===== config.mk =====
export PLATFORM = sky130hd
export DESIGN_NAME = vga_timing_gen_flat
export DESIGN_NICKNAME = d
export VERILOG_FILES = /design/src/rtl/vga_timing_if.sv /design/src/rtl/vga_timing_gen.sv /design/src/flat_wrapper.sv
export SDC_FILE = /design/constraint.sdc
export NUM_CORES = 1
export LEC_CHECK = 0
export ABC_AREA = 1
export BUFFER_PORTS_ARGS = -buffer_cell sky130_fd_sc_hd__buf_4
export CAP_MARGIN = 20
export CORE_UTILIZATION = 59
export CTS_CLUSTER_DIAMETER = 30
export DETAILED_ROUTE_END_ITERATION = 16
export MAX_ROUTING_LAYER = met4
export PLACE_DENSITY = 0.85
export RECOVER_POWER = 50
export SETUP_SLACK_MARGIN = 0.05
export SYNTH_ARGS = -nofsm -noshare
export SYNTH_HDL_FRONTEND = slang
export SYNTH_SLANG_ARGS = --single-unit

===== constraint.sdc =====
create_clock -name clk_i -period 6.05 [get_ports clk_i]
set_clock_uncertainty 0.05 [all_clocks]
set_input_delay 0 -clock clk_i [delete_from_list [all_inputs] [get_ports clk_i]]
set_output_delay 0 -clock clk_i [all_outputs]
set_load 0.03 [all_outputs]

===== src/rtl/vga_timing_if.sv =====
// ---------------------------------------------------------------------------
// vga_timing_if
// Bundle between the VGA timing generator and the pixel pipeline.
//   ce_i, mode_i          : pixel enable and requested timing set (consumer -> generator)
//   hsync_o, vsync_o      : sync outputs at the active mode's polarity
//   activevideo_o         : current pixel lies in the visible area
//   x_px_o, y_px_o        : visible-area coordinates (0 outside the visible area)
//   hc_o, vc_o            : raw horizontal / vertical counters
//   line_start_o          : one-clk strobe when hc_o becomes 0
//   frame_start_o         : one-clk strobe when (hc_o,vc_o) becomes (0,0)
//   mode_o                : timing set currently in force
// master = the generator, slave = the consumer.
// ---------------------------------------------------------------------------
interface vga_timing_if #(
    parameter int CW = 10
);
    logic          ce_i;
    logic          mode_i;
    logic          hsync_o;
    logic          vsync_o;
    logic          activevideo_o;
    logic [CW-1:0] x_px_o;
    logic [CW-1:0] y_px_o;
    logic [CW-1:0] hc_o;
    logic [CW-1:0] vc_o;
    logic          line_start_o;
    logic          frame_start_o;
    logic          mode_o;

    modport master (
        input  ce_i, mode_i,
        output hsync_o, vsync_o, activevideo_o, x_px_o, y_px_o,
               hc_o, vc_o, line_start_o, frame_start_o, mode_o
    );

    modport slave (
        output ce_i, mode_i,
        input  hsync_o, vsync_o, activevideo_o, x_px_o, y_px_o,
               hc_o, vc_o, line_start_o, frame_start_o, mode_o
    );
endinterface


===== src/rtl/vga_timing_gen.sv =====
// ---------------------------------------------------------------------------
// vga_timing_gen
// Dual-mode parametrised VGA timing generator. Each line/frame is laid out
// as front porch, sync, back porch, visible area. The timing set requested
// on mode_i is adopted only at the frame wrap (or at reset).
// Ports:
//   clk_i  : pixel-domain clock
//   rst_i  : synchronous reset, active-high, priority over ce_i
//   vif    : vga_timing_if master modport (ce/mode in, all timing outputs out)
// All outputs are flops decoded from the same next-counter value, so they
// all describe the same pixel (hc_o, vc_o).
// ---------------------------------------------------------------------------
module vga_timing_gen #(
    parameter int CW         = 10,
    parameter int H_ACTIVE_0 = 640,
    parameter int H_FP_0     = 16,
    parameter int H_PULSE_0  = 96,
    parameter int H_BP_0     = 48,
    parameter int V_ACTIVE_0 = 480,
    parameter int V_FP_0     = 10,
    parameter int V_PULSE_0  = 2,
    parameter int V_BP_0     = 33,
    parameter int HS_POL_0   = 0,
    parameter int VS_POL_0   = 0,
    parameter int H_ACTIVE_1 = 640,
    parameter int H_FP_1     = 24,
    parameter int H_PULSE_1  = 40,
    parameter int H_BP_1     = 128,
    parameter int V_ACTIVE_1 = 480,
    parameter int V_FP_1     = 9,
    parameter int V_PULSE_1  = 3,
    parameter int V_BP_1     = 28,
    parameter int HS_POL_1   = 0,
    parameter int VS_POL_1   = 0
) (
    input  logic          clk_i,
    input  logic          rst_i,
    vga_timing_if.master  vif
);
    localparam int BLACK_H_0 = H_FP_0 + H_PULSE_0 + H_BP_0;
    localparam int H_TOTAL_0 = BLACK_H_0 + H_ACTIVE_0;
    localparam int BLACK_V_0 = V_FP_0 + V_PULSE_0 + V_BP_0;
    localparam int V_TOTAL_0 = BLACK_V_0 + V_ACTIVE_0;
    localparam int BLACK_H_1 = H_FP_1 + H_PULSE_1 + H_BP_1;
    localparam int H_TOTAL_1 = BLACK_H_1 + H_ACTIVE_1;
    localparam int BLACK_V_1 = V_FP_1 + V_PULSE_1 + V_BP_1;
    localparam int V_TOTAL_1 = BLACK_V_1 + V_ACTIVE_1;

    localparam logic [CW-1:0] ZERO = {CW{1'b0}};
    localparam logic [CW-1:0] ONE  = CW'(1);

    // Counters must be able to hold total-1 for both timing sets.
    generate
        if ((H_TOTAL_0 > (2 ** CW)) || (V_TOTAL_0 > (2 ** CW)) ||
            (H_TOTAL_1 > (2 ** CW)) || (V_TOTAL_1 > (2 ** CW))) begin : g_bad_timing
            $error("vga_timing_gen: timing totals exceed 2**CW");
        end
    endgenerate

    // Select the mode-0 or mode-1 value of a timing constant, sized to CW.
    function automatic logic [CW-1:0] pick(input logic m, input int v0, input int v1);
        return m ? CW'(v1) : CW'(v0);
    endfunction

    logic [CW-1:0] hc_r, vc_r, x_r, y_r;
    logic          mode_r, hsync_r, vsync_r, active_r, ls_r, fs_r;

    logic [CW-1:0] h_last_s, v_last_s, hc_n_s, vc_n_s;
    logic          h_wrap_s, v_wrap_s, mode_n_s, ls_n_s, fs_n_s;

    logic [CW-1:0] black_h_s, black_v_s, hs_beg_s, hs_end_s, vs_beg_s, vs_end_s;
    logic [CW-1:0] x_n_s, y_n_s;
    logic          hs_pol_s, vs_pol_s, hsync_n_s, vsync_n_s, active_n_s;

    // Next counter/mode/strobe values; wrap limits come from the mode in force.
    always_comb begin
        h_last_s = pick(mode_r, H_TOTAL_0 - 1, H_TOTAL_1 - 1);
        v_last_s = pick(mode_r, V_TOTAL_0 - 1, V_TOTAL_1 - 1);
        // >= rather than == so a corrupted counter still recovers at the wrap.
        h_wrap_s = (hc_r >= h_last_s);
        v_wrap_s = (vc_r >= v_last_s);
        hc_n_s   = hc_r;
        vc_n_s   = vc_r;
        mode_n_s = mode_r;
        ls_n_s   = 1'b0;
        fs_n_s   = 1'b0;
        if (rst_i) begin
            hc_n_s   = ZERO;
            vc_n_s   = ZERO;
            mode_n_s = vif.mode_i;
        end else if (vif.ce_i) begin
            if (h_wrap_s) begin
                hc_n_s = ZERO;
                ls_n_s = 1'b1;
                if (v_wrap_s) begin
                    vc_n_s   = ZERO;
                    fs_n_s   = 1'b1;
                    mode_n_s = vif.mode_i;
                end else begin
                    vc_n_s = vc_r + ONE;
                end
            end else begin
                hc_n_s = hc_r + ONE;
            end
        end else begin
            hc_n_s = hc_r;
        end
    end

    // Decode sync/active/coordinates from the next counters under the next mode.
    always_comb begin
        black_h_s  = pick(mode_n_s, BLACK_H_0, BLACK_H_1);
        black_v_s  = pick(mode_n_s, BLACK_V_0, BLACK_V_1);
        hs_beg_s   = pick(mode_n_s, H_FP_0, H_FP_1);
        hs_end_s   = pick(mode_n_s, H_FP_0 + H_PULSE_0, H_FP_1 + H_PULSE_1);
        vs_beg_s   = pick(mode_n_s, V_FP_0, V_FP_1);
        vs_end_s   = pick(mode_n_s, V_FP_0 + V_PULSE_0, V_FP_1 + V_PULSE_1);
        hs_pol_s   = mode_n_s ? (HS_POL_1 != 0) : (HS_POL_0 != 0);
        vs_pol_s   = mode_n_s ? (VS_POL_1 != 0) : (VS_POL_0 != 0);
        hsync_n_s  = ((hc_n_s >= hs_beg_s) && (hc_n_s < hs_end_s)) ? hs_pol_s : ~hs_pol_s;
        vsync_n_s  = ((vc_n_s >= vs_beg_s) && (vc_n_s < vs_end_s)) ? vs_pol_s : ~vs_pol_s;
        active_n_s = (hc_n_s >= black_h_s) && (vc_n_s >= black_v_s);
        if (active_n_s) begin
            x_n_s = hc_n_s - black_h_s;
            y_n_s = vc_n_s - black_v_s;
        end else begin
            x_n_s = ZERO;
            y_n_s = ZERO;
        end
    end

    // Output and state registers; reset forces the blanked, sync-inactive state.
    always_ff @(posedge clk_i) begin
        if (rst_i) begin
            hc_r     <= ZERO;
            vc_r     <= ZERO;
            x_r      <= ZERO;
            y_r      <= ZERO;
            mode_r   <= vif.mode_i;
            hsync_r  <= ~hs_pol_s;
            vsync_r  <= ~vs_pol_s;
            active_r <= 1'b0;
            ls_r     <= 1'b0;
            fs_r     <= 1'b0;
        end else begin
            hc_r     <= hc_n_s;
            vc_r     <= vc_n_s;
            x_r      <= x_n_s;
            y_r      <= y_n_s;
            mode_r   <= mode_n_s;
            hsync_r  <= hsync_n_s;
            vsync_r  <= vsync_n_s;
            active_r <= active_n_s;
            ls_r     <= ls_n_s;
            fs_r     <= fs_n_s;
        end
    end

    assign vif.hc_o          = hc_r;
    assign vif.vc_o          = vc_r;
    assign vif.x_px_o        = x_r;
    assign vif.y_px_o        = y_r;
    assign vif.mode_o        = mode_r;
    assign vif.hsync_o       = hsync_r;
    assign vif.vsync_o       = vsync_r;
    assign vif.activevideo_o = active_r;
    assign vif.line_start_o  = ls_r;
    assign vif.frame_start_o = fs_r;
endmodule


===== src/flat_wrapper.sv =====
// flat-port wrapper written by rule: the top's interface ports become plain ports
module vga_timing_gen_flat 
#(
    parameter int CW         = 10,
    parameter int H_ACTIVE_0 = 640,
    parameter int H_FP_0     = 16,
    parameter int H_PULSE_0  = 96,
    parameter int H_BP_0     = 48,
    parameter int V_ACTIVE_0 = 480,
    parameter int V_FP_0     = 10,
    parameter int V_PULSE_0  = 2,
    parameter int V_BP_0     = 33,
    parameter int HS_POL_0   = 0,
    parameter int VS_POL_0   = 0,
    parameter int H_ACTIVE_1 = 640,
    parameter int H_FP_1     = 24,
    parameter int H_PULSE_1  = 40,
    parameter int H_BP_1     = 128,
    parameter int V_ACTIVE_1 = 480,
    parameter int V_FP_1     = 9,
    parameter int V_PULSE_1  = 3,
    parameter int V_BP_1     = 28,
    parameter int HS_POL_1   = 0,
    parameter int VS_POL_1   = 0
)
  (clk_i, rst_i, vif_ce_i, vif_mode_i, vif_hsync_o, vif_vsync_o, vif_activevideo_o, vif_x_px_o, vif_y_px_o, vif_hc_o, vif_vc_o, vif_line_start_o, vif_frame_start_o, vif_mode_o);
  vga_timing_if #(.CW(CW)) vif_i ();
  input  logic clk_i;
  input  logic rst_i;
  input wire logic [$bits(vif_i.ce_i)-1:0] vif_ce_i;
  input wire logic [$bits(vif_i.mode_i)-1:0] vif_mode_i;
  output wire logic [$bits(vif_i.hsync_o)-1:0] vif_hsync_o;
  output wire logic [$bits(vif_i.vsync_o)-1:0] vif_vsync_o;
  output wire logic [$bits(vif_i.activevideo_o)-1:0] vif_activevideo_o;
  output wire logic [$bits(vif_i.x_px_o)-1:0] vif_x_px_o;
  output wire logic [$bits(vif_i.y_px_o)-1:0] vif_y_px_o;
  output wire logic [$bits(vif_i.hc_o)-1:0] vif_hc_o;
  output wire logic [$bits(vif_i.vc_o)-1:0] vif_vc_o;
  output wire logic [$bits(vif_i.line_start_o)-1:0] vif_line_start_o;
  output wire logic [$bits(vif_i.frame_start_o)-1:0] vif_frame_start_o;
  output wire logic [$bits(vif_i.mode_o)-1:0] vif_mode_o;
  assign vif_i.ce_i = vif_ce_i;
  assign vif_i.mode_i = vif_mode_i;
  assign vif_hsync_o = vif_i.hsync_o;
  assign vif_vsync_o = vif_i.vsync_o;
  assign vif_activevideo_o = vif_i.activevideo_o;
  assign vif_x_px_o = vif_i.x_px_o;
  assign vif_y_px_o = vif_i.y_px_o;
  assign vif_hc_o = vif_i.hc_o;
  assign vif_vc_o = vif_i.vc_o;
  assign vif_line_start_o = vif_i.line_start_o;
  assign vif_frame_start_o = vif_i.frame_start_o;
  assign vif_mode_o = vif_i.mode_o;
  vga_timing_gen #(.CW(CW), .H_ACTIVE_0(H_ACTIVE_0), .H_FP_0(H_FP_0), .H_PULSE_0(H_PULSE_0), .H_BP_0(H_BP_0), .V_ACTIVE_0(V_ACTIVE_0), .V_FP_0(V_FP_0), .V_PULSE_0(V_PULSE_0), .V_BP_0(V_BP_0), .HS_POL_0(HS_POL_0), .VS_POL_0(VS_POL_0), .H_ACTIVE_1(H_ACTIVE_1), .H_FP_1(H_FP_1), .H_PULSE_1(H_PULSE_1), .H_BP_1(H_BP_1), .V_ACTIVE_1(V_ACTIVE_1), .V_FP_1(V_FP_1), .V_PULSE_1(V_PULSE_1), .V_BP_1(V_BP_1), .HS_POL_1(HS_POL_1), .VS_POL_1(VS_POL_1)) u_core (.clk_i(clk_i), .rst_i(rst_i), .vif(vif_i));
endmodule

# Word level (Yosys, flattened, before mapping)
# Index checks and enable logic that the tools add are counted.
# op_classes
order_cmp	8
n_mux	23
bitwise	3
reduce_logical	6
n_addsub	4
# op_table
cell	count
two-way mux 10 bit	7
>= comparator 10 bit	6
adder 10 x 1 -> 10 bit (second input constant)	2
subtractor 10 bit	2
two-way mux 6 bit	2
less-than comparator 10 bit	1
less-than comparator 10 x 4 -> 1 bit (second input constant)	1
two-way mux 1 bit	9
two-way mux 4 bit	2
two-way mux 7 bit	1
OR reduction 2 bit	2
logical AND 1 bit	3
two-way mux 3 bit	1
NOT 1 bit	3
OR reduction 3 bit	1
two-way mux 2 bit	1
# word_totals
ff_bits	46
word_cells	54
out_inout_bits	46
in_bits	4

# Depth between registers and ports, before layout
# logic_depth
word_depth	11
mapped_depth	25
ltp_nobuf	24

# Worst setup path after synthesis
# Ideal clock, no wire load.
# synth_timing
path_kind	reg2reg
start	register u_core.mode_r (netlist: u_core.vif.mode_o)
end	register u_core.y_r[4] (netlist: u_core.vif.y_px_o[4])
period_less_slack_ns	3.483
required_ns	5.934
path_slack_ns	2.567
setup_time_ns	0.066
arrival_time_ns	3.367
stages_incl_launch_ff	24
n_path_buf	1
cell_sequence	dfxtp_1 inv_1 ha_1 nand2_1 nor2_1 nand3_2 nand2_4 nand2_8 nor2_1 nor2_2 nand2_1 o21a_1 inv_1 ha_1 ha_1 or2_2 nand2_1 nand2_2 nand2_2 nand2_1 nand3_2 nand2_2 buf_6 a21oi_2
# synth_via
elab_chain_len	11
elab_cells_between_ends	23
classes_between	1 x add/sub; 4 x order compare; 15 x mux; 1 x bitwise; 2 x reduce/logical
# synth_lines
element	line	text
start, declared	vga_timing_gen.sv:66	logic mode_r, hsync_r, vsync_r, active_r, ls_r, fs_r;
start signal, assigned	vga_timing_gen.sv:139	mode_r <= vif.mode_i;
start signal, assigned	vga_timing_gen.sv:150	mode_r <= mode_n_s;
two-way mux 4 bit	vga_timing_gen.sv:62	return m ? CW'(v1) : CW'(v0);
>= comparator 10 bit	vga_timing_gen.sv:81	v_wrap_s = (vc_r >= v_last_s);
two-way mux 1 bit	vga_timing_gen.sv:95	if (v_wrap_s) begin
two-way mux 1 bit	vga_timing_gen.sv:92	if (h_wrap_s) begin
two-way mux 1 bit	vga_timing_gen.sv:91	end else if (vif.ce_i) begin
two-way mux 1 bit	vga_timing_gen.sv:87	if (rst_i) begin
two-way mux 7 bit or two-way mux 3 bit (tied branches)	vga_timing_gen.sv:62	
>= comparator 10 bit	vga_timing_gen.sv:122	active_n_s = (hc_n_s >= black_h_s) && (vc_n_s >= black_v_s);
logical AND 1 bit	vga_timing_gen.sv:122	
NOT 1 bit (no source line)	--	
OR reduction 2 bit (no source line)	--	
end signal, assigned	vga_timing_gen.sv:149	y_r <= y_n_s;
end, declared	vga_timing_gen.sv:65	logic [CW-1:0] hc_r, vc_r, x_r, y_r;
# Parallel ways exist; a longest one is shown, timed or not.
# A chain may end at the register's enable or synchronous reset.

# Final worst setup path
# Ends and elaborated chain as after synthesis.

==> results_dict.tcl <==
set metrics [dict create \
    grt_usage_pct 29.6 \
    crit_top_cell "nand2_1" \
    insertion_delay_ns 0.30 \
    peakVddDrop_mv 0.152 \
    path_class "flip-flop to flip-flop" \
    synth.area.top_cells "dfxtp_1, nand2_1, ha_1, inv_1, nand3_1" \
    vias 2305 \
    overflow 0 \
    crit_chain "inv_1 > ha_1 > nand2_1 > nor2_1 > nand3_2 > nand2_4 > nand2_8 > nor2_1 > nor2_2 > nand2_1 > o21a_1 > inv_1 > ha_1 > ha_1 > or2_2 > nand2_1 > nand2_2 > nand2_2 > nand2_1 > nand3_2 > nand2_2 > a21oi_2" \
    finalSetupTns_ns 0 \
    cp-start-kind "flip-flop" \
    cts-root-buf "clkbuf_8" \
    die_h_um 67.3 \
    drc_errors 0 \
    synth_top_family_by_area "simple AND/OR/NAND/NOR gates" \
    maxCapViolations 0 \
    finalCriticalPeriod_ns 3.95 \
    final.fill_count 379 \
    hold_class "input port to flip-flop" \
    post_cts_buffers 0 \
    die_w_um 67.3 \
    yosys_warnings 0 \
    syn-num-nets 357 \
    diodes 0 \
    synth-xor-area-share_pct 1.74 \
    finalSetupViolCount 0 \
    grt_pass1_vias 2120 \
    dp_hpwl_um 4640 \
    critical_path_depth 22 \
    final-hold-violation-count 0 \
    max_freq_mhz 253 \
    worstPathRequired_ns 6.23 \
    htreeDepth 2 \
    ios 50 \
    yosysTopAreaCellShare_pct 36.6 \
    synthMuxAreaShare_pct 0 \
    synthCells 337 \
    clkTransAtPathRegs_ns 0.09 \
    dr.pass1.iters 4 \
    grt_start_max_net_pins 22 \
    synthAdderAreaFrac_pct 8.26 \
    slew_viol_final 0 \
    port_buffers 49 \
    max_slew_margin_pct 58.4 \
    r2r_cells 22 \
    core_area_um2 4060 \
    postLayoutSetupSlackWorst_ns 2.10 \
    end_kind "flip-flop" \
    avgViaCountPerCell 5.24 \
    ys_ff_latch 46 \
    fin_crit_sh_pct 65.3 \
    syn2layout_area_growth_pct 12.6 \
    dieArea_um2 4530 \
    gp_congestion 0.923 \
    powerDensity_nw_per_um2 198 \
    tightest_slew_ns 0.622 \
    cpMaxStageDelayCell "dfxtp_1" \
    cts.sinks 46 \
    wirelength_um 6090 \
    rsz0062_at_grt "no" \
    crit_buf_inv 2 \
    crit_family "simple AND/OR/NAND/NOR gates" \
    syn_avg_cell_area_um2 7.46 \
    dp_slack_ns 2.19 \
    first_iter_violations 233 \
    synth_compound_area_share_pct 7.77 \
    wl_per_cell_um 13.9 \
    ys_seq_area_share_pct 36.6 \
    worstPathArrival_ns 4.13 \
    placed_area_um2 2910 \
    initial_core_util_pct 61.9 \
    whs_path_depth 3 \
    antenna_found_initial 0 \
    fp-row-count 23 \
    clk_path_buf_depth 2 \
    final_cell_area_um2 2830 \
    crit_fanout 21 \
    p_total_mw 0.561 \
    tritoncts "built" \
    yosys.area_share.simple_pct 36.3 \
    yosysTopAreaCell "dfxtp_1" \
    syn_area_um2 2510 \
    slowest_delay_ns 0.40 \
    ant_nets 0 \
    grt_pass1_wl_um 9540 \
    layout-drive-gt1-share_pct 15.9 \
    run_status "complete, no violations" \
    nets 410 \
    power_leakage_nw 1.32 \
    cts_buffers 5 \
    synth_cell_types 34 \
]
[per-layer routing]
metal	vias up	track usage (%)	part of all wire (%)
li1	1165	-	-
met2	70	47.9	48
met1	1063	36.4	45
met3	7	6.76	5.7
met4	0	9.57	0.98
met5	-	-	0
[power by group]
| part | switching [mW] | total [mW] | internal [mW] |
|---|---|---|---|
| sequential | 0.00420 | 0.310 | 0.305 |
| clock | 0.107 | 0.186 | 0.0790 |
| combinational | 0.0442 | 0.0653 | 0.0211 |
| total | 0.155 | 0.561 | 0.405 |
[worst reg2reg max path: stages (launching register included)]
cell,delay [ns]
dfxtp_1,0.40
inv_1,0.10
ha_1,0.29
nand2_1,0.05
nor2_1,0.12
nand3_2,0.12
nand2_4,0.16
nand2_8,0.10
nor2_1,0.14
nor2_2,0.08
nand2_1,0.06
o21a_1,0.30
inv_1,0.15
ha_1,0.22
ha_1,0.19
or2_2,0.30
nand2_1,0.10
nand2_2,0.06
nand2_2,0.09
nand2_1,0.12
nand3_2,0.10
nand2_2,0.34
a21oi_2,0.23
[sequential cells by signal, indices dropped and copies added, names as in the netlist, 10 cells and up]
name,count
u_core.vif.hc_o,10
u_core.vif.vc_o,10
u_core.vif.x_px_o,10
u_core.vif.y_px_o,10
[synth_stat cells]
library cell  count
a21oi_1           9
a21oi_2           6
buf_2             1
buf_4             1
buf_6             2
dfxtp_1          46
fa_1              1
ha_1             15
inv_1            46
inv_2             5
inv_4             1
nand2_1          74
nand2_2           6
nand2_4           1
nand2_8           1
nand3_1          31
nand3_2           6
nand3b_1          2
nand4_1           6
nor2_1           32
nor2_2           17
nor2_8            1
nor3_1            3
nor4_1            1
o21a_1            1
o21ai_0           5
o21ai_1           1
o21ai_2           3
o21bai_1          2
o21bai_4          1
or2_1             1
or2_2             4
xnor2_1           2
xor2_1            3
[worst paths after layout]
path / from / end / slack [ns]
setup reg to reg: u_core.vif.mode_o$_DFF_P_ / u_core.vif.y_px_o[4]$_SDFF_PP0_ / 2.10
setup / recovery: u_core.vif.mode_o$_DFF_P_ / u_core.vif.y_px_o[4]$_SDFF_PP0_ / 2.10
hold / removal: vif_ce_i / u_core.vif.line_start_o$_SDFF_PP0_ / 0.01
hold reg to reg: u_core.vif.hc_o[0]$_SDFF_PP0_ / u_core.vif.hc_o[0]$_SDFF_PP0_ / 0.50
[placed cells by master (no fill, tap or decap), types with 2 or more instances in the layout]
master      count
o21ai_2         3
o21bai_1        2
buf_4           3
a21oi_1         9
xnor2_1         2
o21ai_0         5
inv_1          46
clkbuf_1       46
dfxtp_1        46
nand2_2         6
nand3_1        31
ha_1           15
nor2_2         17
clkinvlp_4      2
nand2_1        74
nor2_1         32
or2_2           4
clkbuf_8        5
xor2_1          3
a21oi_2         6
nor3_1          3
nand4_1         6
inv_2           5
nand3b_1        2
nand3_2         6
[kinds of logic after synthesis]
logic type	Yosys count
XOR/XNOR	5
flip-flops	46
AND/OR/NAND/NOR	186
AO/OA/AOI/OAI	28
adder cells (fa/ha/maj)	16
buffers and inverters	56
[cell type report]
cell class | instances | area, um2 | share of cell area [%]
Clock buffer | 5 | 68.8 | 2.43
Clock inverter | 2 | 15.0 | 0.531
Inverter | 52 | 198 | 6.98
Multi-Input combinational cell | 235 | 1360 | 48.1
Sequential cell | 46 | 921 | 32.5
Tap cell | 50 | 62.6 | 2.21
Timing Repair Buffer | 50 | 205 | 7.25
[per-stage QoR]
stage                     cells  utilization [%]  hold WS, ns
after floorplan             337                -        0.204
after global placement      432             71.7        0.238
after detailed placement    432             71.7        0.230
after CTS                   440             74.0      0.00300
after global routing        440             69.8       0.0408
final                       440             69.8       0.0100
[repair_timing]
action / in CTS / in global routing
hold buffers: 1 / 0
gates resized for setup: 0 / 0
endpoints found under the setup margin: 0 / 0
hold endpoints to repair: 5 / 0
No activity file was read; power rests on OpenSTA's default activity.
